[src/rtl/marker_centroid_tracker.sv]
// Marker centroid tracker: builds per-frame pixel count and x/y sums for five
// colour-masked markers. At frame end it snapshots the totals, runs one shared
// restoring divider to get centroids, maps blob area to depth, and publishes
// all coordinates together with a single-cycle valid pulse.
module marker_centroid_tracker #(
    parameter int unsigned MIN_PIXELS = 16,
    parameter int unsigned AREA_SHIFT = 4
) (
    input  logic        clk_in,
    input  logic        rst_in,
    input  logic        valid_in,
    input  logic [10:0] hcount_in,
    input  logic [9:0]  vcount_in,
    input  logic [4:0]  mask_in,
    input  logic        frame_end_in,
    output logic [11:0] hand_x_left_bottom,
    output logic [11:0] hand_x_left_top,
    output logic [11:0] hand_x_right_bottom,
    output logic [11:0] hand_x_right_top,
    output logic [11:0] head_x,
    output logic [11:0] hand_y_left_bottom,
    output logic [11:0] hand_y_left_top,
    output logic [11:0] hand_y_right_bottom,
    output logic [11:0] hand_y_right_top,
    output logic [11:0] head_y,
    output logic [13:0] hand_z_left_bottom,
    output logic [13:0] hand_z_left_top,
    output logic [13:0] hand_z_right_bottom,
    output logic [13:0] hand_z_right_top,
    output logic [13:0] head_z,
    output logic [4:0]  lost_out,
    output logic        coords_valid_out,
    output logic        busy_out,
    output logic        overrun_out
);

    localparam int unsigned NUM_MARKERS = 5;
    localparam int unsigned CNT_W       = 20;
    localparam int unsigned SUM_W       = 32;
    localparam int unsigned SUMX_W      = SUM_W + 1;
    localparam int unsigned TRIAL_W     = CNT_W + 1;
    localparam int unsigned COORD_W     = 12;
    localparam int unsigned Z_W         = 14;
    localparam int unsigned NUM_DIV     = 10;
    localparam int unsigned DIV_ITERS   = 32;
    localparam int unsigned IDX_W       = 4;
    localparam int unsigned CYC_W       = 6;
    localparam int unsigned MKR_W       = 3;

    localparam logic [CNT_W-1:0]   CNT_MAX   = '1;
    localparam logic [COORD_W-1:0] COORD_MAX = '1;
    localparam logic [Z_W-1:0]     Z_FAR     = '1;

    typedef enum logic [1:0] {
        IDLE    = 2'd0,
        DIVIDE  = 2'd1,
        PUBLISH = 2'd2
    } state_t;

    state_t state;
    state_t state_next;

    // Live accumulators and their post-add values for this cycle
    logic [CNT_W-1:0]  cnt     [NUM_MARKERS];
    logic [SUM_W-1:0]  sx      [NUM_MARKERS];
    logic [SUM_W-1:0]  sy      [NUM_MARKERS];
    logic [CNT_W-1:0]  cnt_add [NUM_MARKERS];
    logic [SUM_W-1:0]  sx_add  [NUM_MARKERS];
    logic [SUM_W-1:0]  sy_add  [NUM_MARKERS];
    logic [SUMX_W-1:0] sx_sum  [NUM_MARKERS];
    logic [SUMX_W-1:0] sy_sum  [NUM_MARKERS];

    // Frame snapshot consumed by the divider
    logic [CNT_W-1:0]  snap_cnt [NUM_MARKERS];
    logic [SUM_W-1:0]  snap_sx  [NUM_MARKERS];
    logic [SUM_W-1:0]  snap_sy  [NUM_MARKERS];

    // Shared divider state
    logic [IDX_W-1:0]   div_idx;
    logic [CYC_W-1:0]   div_cyc;
    logic [CNT_W-1:0]   rem;
    logic [SUM_W-1:0]   quo;
    logic [MKR_W-1:0]   div_marker;
    logic [CNT_W-1:0]   divisor;
    logic [SUM_W-1:0]   dividend;
    logic [TRIAL_W-1:0] trial;
    logic               trial_ge;
    logic [CNT_W-1:0]   rem_next;
    logic [SUM_W-1:0]   quo_next;
    logic               last_div;
    logic [COORD_W-1:0] res   [NUM_DIV-1];
    logic [COORD_W-1:0] pub_q [NUM_DIV];

    // Published coordinate registers
    logic [COORD_W-1:0] x_q [NUM_MARKERS];
    logic [COORD_W-1:0] y_q [NUM_MARKERS];
    logic [Z_W-1:0]     z_q [NUM_MARKERS];

    function automatic logic [COORD_W-1:0] sat_coord(input logic [SUM_W-1:0] q);
        if (q > SUM_W'(COORD_MAX)) begin
            return COORD_MAX;
        end
        return q[COORD_W-1:0];
    endfunction

    // Larger blobs are nearer, so depth falls as area grows
    function automatic logic [Z_W-1:0] depth(input logic [CNT_W-1:0] c);
        logic [CNT_W-1:0] area;
        area = c >> AREA_SHIFT;
        if (area >= CNT_W'(Z_FAR)) begin
            return '0;
        end
        return Z_FAR - area[Z_W-1:0];
    endfunction

    // Saturating per-marker add of the current pixel
    always_comb begin
        for (int i = 0; i < NUM_MARKERS; i++) begin
            sx_sum[i]  = {1'b0, sx[i]} + SUMX_W'(hcount_in);
            sy_sum[i]  = {1'b0, sy[i]} + SUMX_W'(vcount_in);
            cnt_add[i] = cnt[i];
            sx_add[i]  = sx[i];
            sy_add[i]  = sy[i];
            if (valid_in && mask_in[i]) begin
                cnt_add[i] = (cnt[i] == CNT_MAX) ? CNT_MAX : cnt[i] + CNT_W'(1);
                sx_add[i]  = sx_sum[i][SUM_W] ? '1 : sx_sum[i][SUM_W-1:0];
                sy_add[i]  = sy_sum[i][SUM_W] ? '1 : sy_sum[i][SUM_W-1:0];
            end
        end
    end

    // Accumulators run every cycle and restart at each frame end
    always_ff @(posedge clk_in or posedge rst_in) begin
        if (rst_in) begin
            for (int i = 0; i < NUM_MARKERS; i++) begin
                cnt[i] <= '0;
                sx[i]  <= '0;
                sy[i]  <= '0;
            end
        end else begin
            for (int i = 0; i < NUM_MARKERS; i++) begin
                if (frame_end_in) begin
                    cnt[i] <= '0;
                    sx[i]  <= '0;
                    sy[i]  <= '0;
                end else begin
                    cnt[i] <= cnt_add[i];
                    sx[i]  <= sx_add[i];
                    sy[i]  <= sy_add[i];
                end
            end
        end
    end

    // Snapshot is only taken when the divider is free; otherwise the frame is dropped
    always_ff @(posedge clk_in or posedge rst_in) begin
        if (rst_in) begin
            for (int i = 0; i < NUM_MARKERS; i++) begin
                snap_cnt[i] <= '0;
                snap_sx[i]  <= '0;
                snap_sy[i]  <= '0;
            end
        end else if (frame_end_in && (state == IDLE)) begin
            for (int i = 0; i < NUM_MARKERS; i++) begin
                snap_cnt[i] <= cnt_add[i];
                snap_sx[i]  <= sx_add[i];
                snap_sy[i]  <= sy_add[i];
            end
        end
    end

    // One restoring-division step on the current operand pair
    always_comb begin
        div_marker = div_idx[IDX_W-1:1];
        divisor    = snap_cnt[div_marker];
        dividend   = div_idx[0] ? snap_sy[div_marker] : snap_sx[div_marker];
        trial      = {rem, quo[SUM_W-1]};
        trial_ge   = (trial >= {1'b0, divisor});
        rem_next   = trial_ge ? CNT_W'(trial - {1'b0, divisor}) : trial[CNT_W-1:0];
        quo_next   = {quo[SUM_W-2:0], trial_ge};
        last_div   = (state == DIVIDE) &&
                     (div_idx == IDX_W'(NUM_DIV - 1)) &&
                     (div_cyc == CYC_W'(DIV_ITERS));
    end

    // Final quotient goes straight to the publish path without an extra cycle
    always_comb begin
        for (int k = 0; k < NUM_DIV - 1; k++) begin
            pub_q[k] = res[k];
        end
        pub_q[NUM_DIV-1] = sat_coord(quo_next);
    end

    // State register
    always_ff @(posedge clk_in or posedge rst_in) begin
        if (rst_in) begin
            state <= IDLE;
        end else begin
            state <= state_next;
        end
    end

    // Next-state logic
    always_comb begin
        state_next = state;
        case (state)
            IDLE:    if (frame_end_in) state_next = DIVIDE;
            DIVIDE:  if (last_div) state_next = PUBLISH;
            PUBLISH: state_next = IDLE;
            default: state_next = IDLE;
        endcase
    end

    // Divider sequencing: 1 load cycle + 32 iterations per division, 10 divisions
    always_ff @(posedge clk_in or posedge rst_in) begin
        if (rst_in) begin
            div_idx <= '0;
            div_cyc <= '0;
            rem     <= '0;
            quo     <= '0;
            for (int k = 0; k < NUM_DIV - 1; k++) begin
                res[k] <= '0;
            end
        end else if (state != DIVIDE) begin
            div_idx <= '0;
            div_cyc <= '0;
        end else if (div_cyc == '0) begin
            rem     <= '0;
            quo     <= dividend;
            div_cyc <= CYC_W'(1);
        end else begin
            rem <= rem_next;
            quo <= quo_next;
            if (div_cyc == CYC_W'(DIV_ITERS)) begin
                div_cyc <= '0;
                if (div_idx == IDX_W'(NUM_DIV - 1)) begin
                    div_idx <= '0;
                end else begin
                    res[div_idx] <= sat_coord(quo_next);
                    div_idx      <= div_idx + IDX_W'(1);
                end
            end else begin
                div_cyc <= div_cyc + CYC_W'(1);
            end
        end
    end

    // Outputs and status pulses; coordinates update atomically on entry to PUBLISH
    always_ff @(posedge clk_in or posedge rst_in) begin
        if (rst_in) begin
            for (int i = 0; i < NUM_MARKERS; i++) begin
                x_q[i] <= '0;
                y_q[i] <= '0;
                z_q[i] <= Z_FAR;
            end
            lost_out         <= '1;
            coords_valid_out <= 1'b0;
            busy_out         <= 1'b0;
            overrun_out      <= 1'b0;
        end else begin
            coords_valid_out <= (state_next == PUBLISH);
            busy_out         <= (state_next == DIVIDE);
            overrun_out      <= frame_end_in && (state != IDLE);
            if (last_div) begin
                for (int i = 0; i < NUM_MARKERS; i++) begin
                    lost_out[i] <= (snap_cnt[i] < CNT_W'(MIN_PIXELS));
                    if (snap_cnt[i] >= CNT_W'(MIN_PIXELS)) begin
                        x_q[i] <= pub_q[2*i];
                        y_q[i] <= pub_q[2*i+1];
                        z_q[i] <= depth(snap_cnt[i]);
                    end
                end
            end
        end
    end

    assign hand_x_left_bottom  = x_q[0];
    assign hand_x_left_top     = x_q[1];
    assign hand_x_right_bottom = x_q[2];
    assign hand_x_right_top    = x_q[3];
    assign head_x              = x_q[4];
    assign hand_y_left_bottom  = y_q[0];
    assign hand_y_left_top     = y_q[1];
    assign hand_y_right_bottom = y_q[2];
    assign hand_y_right_top    = y_q[3];
    assign head_y              = y_q[4];
    assign hand_z_left_bottom  = z_q[0];
    assign hand_z_left_top     = z_q[1];
    assign hand_z_right_bottom = z_q[2];
    assign hand_z_right_top    = z_q[3];
    assign head_z              = z_q[4];

endmodule

[config.mk]
export PLATFORM = sky130hd
export DESIGN_NAME = marker_centroid_tracker
export DESIGN_NICKNAME = d
export VERILOG_FILES = /design/src/rtl/marker_centroid_tracker.sv
export SDC_FILE = /design/constraint.sdc
export NUM_CORES = 2
export LEC_CHECK = 0
export CORE_UTILIZATION = 45
export CTS_BUF_LIST = sky130_fd_sc_hd__clkbuf_2 sky130_fd_sc_hd__clkbuf_4 sky130_fd_sc_hd__clkbuf_8
export CTS_CLUSTER_DIAMETER = 120
export DETAILED_ROUTE_END_ITERATION = 8
export GPL_ROUTABILITY_DRIVEN = 0
export SYNTH_ARGS = -nofsm -noshare
export SYNTH_HDL_FRONTEND = slang
export SYNTH_SLANG_ARGS = --single-unit
export TNS_END_PERCENT = 5
[constraint.sdc]
create_clock -name clk_in -period 70.7 [get_ports clk_in]
set_clock_uncertainty 0.1 [all_clocks]
set_input_delay 7.07 -clock clk_in [delete_from_list [all_inputs] [get_ports clk_in]]
set_output_delay 7.07 -clock clk_in [all_outputs]
set_load 0.02 [all_outputs]
After elaboration in Yosys (flattened, before gate mapping)
Cells that the tools add are included.
{ "classes": {"mux": 108, "order_cmp": 20, "add_sub_neg": 23, "reduce_logical": 21, "bitwise": 5, "eq_ne": 12} }
{ "ops": {"columns": ["op", "count"], "rows": [
  ["32-bit two-way mux", 36],
  ["20-bit two-way mux", 19],
  ["32-bit binary-select mux with 3-bit select", 2],
  ["32-bit by 10-bit adder with 33-bit output", 5],
  ["32-bit by 11-bit adder with 33-bit output", 5],
  ["14-bit two-way mux", 10],
  ["108-bit bitwise mux", 1],
  ["20-bit by 1-bit adder with 20-bit output (second input constant)", 5],
  ["20-bit equality test (second input constant)", 5],
  ["20-bit by 5-bit greater-or-equal comparator with 1-bit output (second input constant)", 5],
  ["20-bit by 5-bit less-than comparator with 1-bit output (second input constant)", 5],
  ["12-bit two-way mux", 8],
  ["16-bit by 14-bit greater-or-equal comparator with 1-bit output (second input constant)", 5],
  ["14-bit subtractor (first input constant)", 5],
  ["20-bit binary-select mux with 3-bit select", 1],
  ["12-bit demux with 4-bit select", 1],
  ["32-bit by 12-bit greater-than comparator with 1-bit output (second input constant)", 1],
  ["21-bit by 20-bit greater-or-equal comparator with 1-bit output", 1],
  ["1-bit two-way mux", 20],
  ["20-bit subtractor", 1],
  ["6-bit two-way mux", 3],
  ["4-bit two-way mux", 4],
  ["2-bit AND reduction", 6],
  ["1-bit logical AND", 10],
  ["other kinds (20)", 25]
]} }
{ "totals": {"out_inout_bits": 198, "ff_bits": 1210, "word_cells": 252, "in_bits": 30} }

Longest topological paths before layout
{ "logic_depth": {"ltp_word": 17, "depth_mapped": 19, "mapped_depth_nobuf": 15} }

Worst setup path after synthesis
OpenSTA, ideal clock, no wires.
{ "synth_path": {"path_type": "input to register", "from": "in vcount_in[1]", "to": "reg snap_sy[48] in the netlist's numbering", "path_slack_ns": 61.092, "cell_stages": 10, "arrival_ns": 9.379, "path_cell_list": "inv_1 fa_1 and2b_1 o2111ai_1 a311o_1 and2_1 or4b_1 xnor2_1 nor2_1 o21ai_1"} }
{ "synth_between": {"elab_chain_len": 3} }
{ "synth_lines": {"columns": ["item", "line", "source"], "rows": [
  ["from (decl)", "13", "input logic [9:0] vcount_in,"],
  ["32-bit by 10-bit adder with 33-bit output", "120", "sy_sum[i] = {1'b0, sy[i]} + SUMX_W'(vcount_in);"],
  ["32-bit two-way mux", "127", "sy_add[i] = sy_sum[i][SUM_W] ? '1 : sy_sum[i][SUM_W-1:0];"],
  ["32-bit two-way mux", "124", "if (valid_in && mask_in[i]) begin"],
  ["to (signal, indexed assignment)", "167", "snap_sy[i] <= sy_add[i];"],
  ["to (decl)", "76", "logic [SUM_W-1:0] snap_sy [NUM_MARKERS];"]
]} }
No other way between the ends.
A chain may end at the register's enable or synchronous reset.

==> metrics.md <==
| Metric | Value |
|---|---|
| Total CTS buffers | between 200 and 250 |
| Adder-cell share of the synthesized area | 3.16% |
| Critical Path End Type | asynchronous set/reset pin |
| Clock insertion delay at the later pin of the skew report | between 0.9 and 1 ns |
| Synth Cell Area | roughly 0.06 sq mm |
| Status | finished clean |
| HPWL after detailed placement | between 100 and 150 mm |
| Max-Cap Viols | 0 |
| Compound-Gate Fraction of Synth Area | roughly 14% |
| Resized Gates After CTS | 0 |
| Pre-CTS setup slack | 58.58 ns |
| Post-route cell area | 0.0675 sq mm |
| Slew Viols, Final | 0 |
| Syn Nets | between 6,000 and 7,000 |
| Min-Delay Path Class | reg2reg |
| Pint | 1.11 mW |
| Initial antenna violation count | 1 |
| Hold-fix buffers at CTS | 0 |
| Post-synthesis xor/xnor area fraction | between 3 and 4% |
| Port Buffers | 227 |
| WP data arrival | 11.75 ns |
| Final setup fails | 0 |
| Fmax | approximately 91 MHz |
| Post-CTS Setup Bufs | 0 |
| Synth area leader | dfrtp_1 |
| Initial DRC Count | 3,393 |
| Sw frac | between 20% and 30% |
| Site Rows | ~130 |
| Seq cells post-synth | 1,210 |
| Vias | 46,200 |
| Number of global-route vias before repair | about 45,000 |
| Worst setup SP type | input pin |
| Fraction of layout cells with a size suffix above 1 | a little over a tenth |
| Relative slew margins | under 10% |
| Sink Count | about 1,200 |
| ANT nets after route | 0 |
| Die footprint | between 0.1 and 0.15 sq mm |
| Routed wire length | between 150 and 200 mm |
| Synth area leaders | dfrtp_1, nand2_1, nor2_1, o21ai_0, mux2i_1 |
| WL per Instance | roughly 20 um |
| Largest net degree at the start of global routing | between 200 and 250 |
| Syn Area/Cell | roughly 9.5 sq um |
| Fin crit period | approximately 11 ns |
| Setup TNS | 0 ns |
| Via density | between 5 and 6 |
| TritonCTS clock tree | built |
| Die X | roughly 370 um |
| Largest family of logic cells by synthesized area | simple AND/OR/NAND/NOR gates |
| Count of cell types in the netlist | roughly 100 |
| Layout area overhead | 13.8% |
| CTS root buf | clkbuf_8 |
| Period utilization | around 16% |
| Worst Path Required | about 71 ns |
| # fillers | around 12,000 |
| Leak | approximately 29 nW |
| RSZ-0062 raised after global routing | no |
| DRC violations left | 0 |
| Simple-gate share of the synthesized area | around 18% |
| DP Area | about 0.063 sq mm |
| Post-synthesis mux area share | about 6.5% |
| Setup WS post-layout | ~60 ns |
| 1st-pass router iterations | 6 |
| H-tree levels | 4 |
| Core area | roughly 0.13 sq mm |
| PwrDens | approximately 22 mW/mm^2 |
| Crit Path Category | in2async |
| Register share of total power | between 40% and 50% |
| GRT Util Overall | 24.9% |
| Power share of the clock group | roughly 47% |
| Ports | around 230 |
| Comb pwr share | 5.6% |
| Nets | approximately 6,600 |
| Global-route wire length before repair | 260 mm |
| Maximum vdd drop | 0.0143 mV |
| Clk slew on worst S/H paths | 0.06 ns |
| Final global-route overflow total | 0 |
| Initial Util | between 40% and 50% |
| Most common flop cell mapped by yosys | dfrtp_1 |
| Post-synthesis instance total | between 6,000 and 7,000 |
| Deepest clock path buffer count | 3 |
| Post-synth EDFFs | 0 |
| Seq/Total Area, Yosys | between 50% and 60% |
| Critical-path maximum fanout | roughly 130 |
| Die Y | roughly 370 um |
| Switching power | 0.360 mW |
| Hold Fails Final Rpt | 0 |
| Share of async-settable or async-resettable flops after synthesis | 100% |
| Ys Warns | 0 |
| Measured slew at the worst slew-check pin | 1.48 ns |
| Synth top area share | a little under half |
-- final cells by class --
class	instances	area, sq um	share of cell area [%]
tap	1742	2180	3.23
clock inverter	41	459	0.680
multi-input combinational	4635	27300	40.5
timing repair buffer	288	2770	4.11
inverter	82	315	0.467
clock buffer	324	4070	6.02
antenna	1	2.50	0.00371
sequential	1210	30400	45.0
-- worst paths after layout --
kind | end | from | slack, ns | cells past startpoint
setup / recovery | snap_sy[51]$_DFFE_PP0P_ | rst_in | 59.74 | 6
hold / removal | hand_z_right_bottom[6]$_DFFE_PP1P_ | hand_z_right_bottom[6]$_DFFE_PP1P_ | 0.37 | 2
setup reg to reg | pub_q[36]$_DFFE_PP0P_ | div_idx[2]$_DFFE_PP0P_ | 64.69 | 14
hold reg to reg | hand_z_right_bottom[6]$_DFFE_PP1P_ | hand_z_right_bottom[6]$_DFFE_PP1P_ | 0.37 | 2
max in group clk_in | snap_sx[148]$_DFFE_PP0P_ | hcount_in[1] | 60.36 | 11
min in group asynchronous | snap_cnt[70]$_DFFE_PP0P_ | rst_in | 6.65 | 2
-- per-layer routing --
metal,vias up,GRT usage (%),wire (um)
met2,1154,40.2,76600
met4,0,8.89,5310
li1,22200,-,-
met3,273,3.67,8270
met5,-,0,0
met1,22600,34.2,74700
-- registers in the layout, indices dropped and copies added, names as in the netlist, 14 cells and up --
name	cells
hand_z_right_bottom	14
rem	20
cnt	100
pub_q	108
sy	160
quo	32
hand_z_left_top	14
sx	160
hand_z_left_bottom	14
snap_cnt	100
head_z	14
hand_z_right_top	14
snap_sx	160
snap_sy	160
-- through the flow --
| stage | std cells | power, mW | hold WS, ns | utilization (%) |
|---|---|---|---|---|
| after floorplan | 6263 | 0.774 | 0.345 | - |
| after global placement | 7957 | 0.794 | 0.358 | 48.4 |
| after detailed placement | 7957 | 0.796 | 0.362 | 48.4 |
| after CTS | 8322 | 1.48 | 0.373 | 51.9 |
| after global routing | 8323 | 1.53 | 0.388 | 51.9 |
| final | 8323 | 1.47 | 0.369 | 51.9 |
-- kinds of logic after synthesis --
group	after synthesis
buffers and inverters	418
DFF	1210
xor gates and xnor gates	258
and+or+nand+nor	2431
adders and majority gates	143
muxes	373
AOI/OAI and AO/OA	1430
-- cells in the mapped netlist, types with 12 or more instances --
| master | number |
|---|---|
| dfrtp_1 | 1135 |
| nand2_1 | 892 |
| nor2_1 | 866 |
| o21ai_0 | 637 |
| a21oi_1 | 276 |
| clkbuf_1 | 259 |
| mux2i_1 | 256 |
| nand3_1 | 170 |
| xnor2_1 | 168 |
| ha_1 | 132 |
| mux2_2 | 116 |
| nor3_1 | 114 |
| o31ai_1 | 95 |
| xor2_1 | 90 |
| o22ai_1 | 87 |
| inv_1 | 81 |
| nand4_1 | 79 |
| dfstp_2 | 75 |
| and3_1 | 70 |
| buf_2 | 56 |
| o22a_1 | 42 |
| a31oi_1 | 40 |
| o221ai_1 | 34 |
| and2_1 | 32 |
| nor2b_1 | 32 |
| o21a_1 | 31 |
| nand2b_1 | 28 |
| a211oi_1 | 27 |
| a21o_1 | 26 |
| o21ai_1 | 25 |
| nor4_1 | 22 |
| and4_1 | 20 |
| or2_2 | 20 |
| buf_1 | 14 |
| or3_1 | 13 |
| nand3b_1 | 12 |
-- power by group through the flow --
stage	sequential (mW)	combinational (mW)	clock [mW]
floorplan	0.714	0.0605	0
global placement	0.713	0.0811	0
detailed placement	0.713	0.0828	0
CTS	0.701	0.0832	0.700
global route	0.701	0.0931	0.732
finish	0.701	0.0824	0.683
-- critical path, cell delays in order --
cell             delay (ns)
clkdlybuf4s50_1        0.49
inv_8                  0.62
buf_4                  0.76
buf_4                  0.85
buf_4                  0.84
buf_4                  0.89
-- cells in the final DEF (no fill, tap or decap), types with 34 or more instances in the layout --
master / count
a21oi_1: 276
a31oi_1: 40
and3_1: 70
buf_4: 58
clkbuf_4: 63
clkbuf_8: 261
clkdlybuf4s50_1: 226
dfrtp_1: 1131
dfstp_2: 75
ha_1: 132
inv_1: 80
mux2_2: 116
mux2i_1: 256
nand2_1: 891
nand3_1: 170
nand4_1: 79
nor2_1: 862
nor3_1: 114
o21ai_0: 637
o221ai_1: 34
o22a_1: 42
o22ai_1: 87
o31ai_1: 95
xnor2_1: 168
xor2_1: 90
Note: power is estimated with default switching activity, not from simulation.
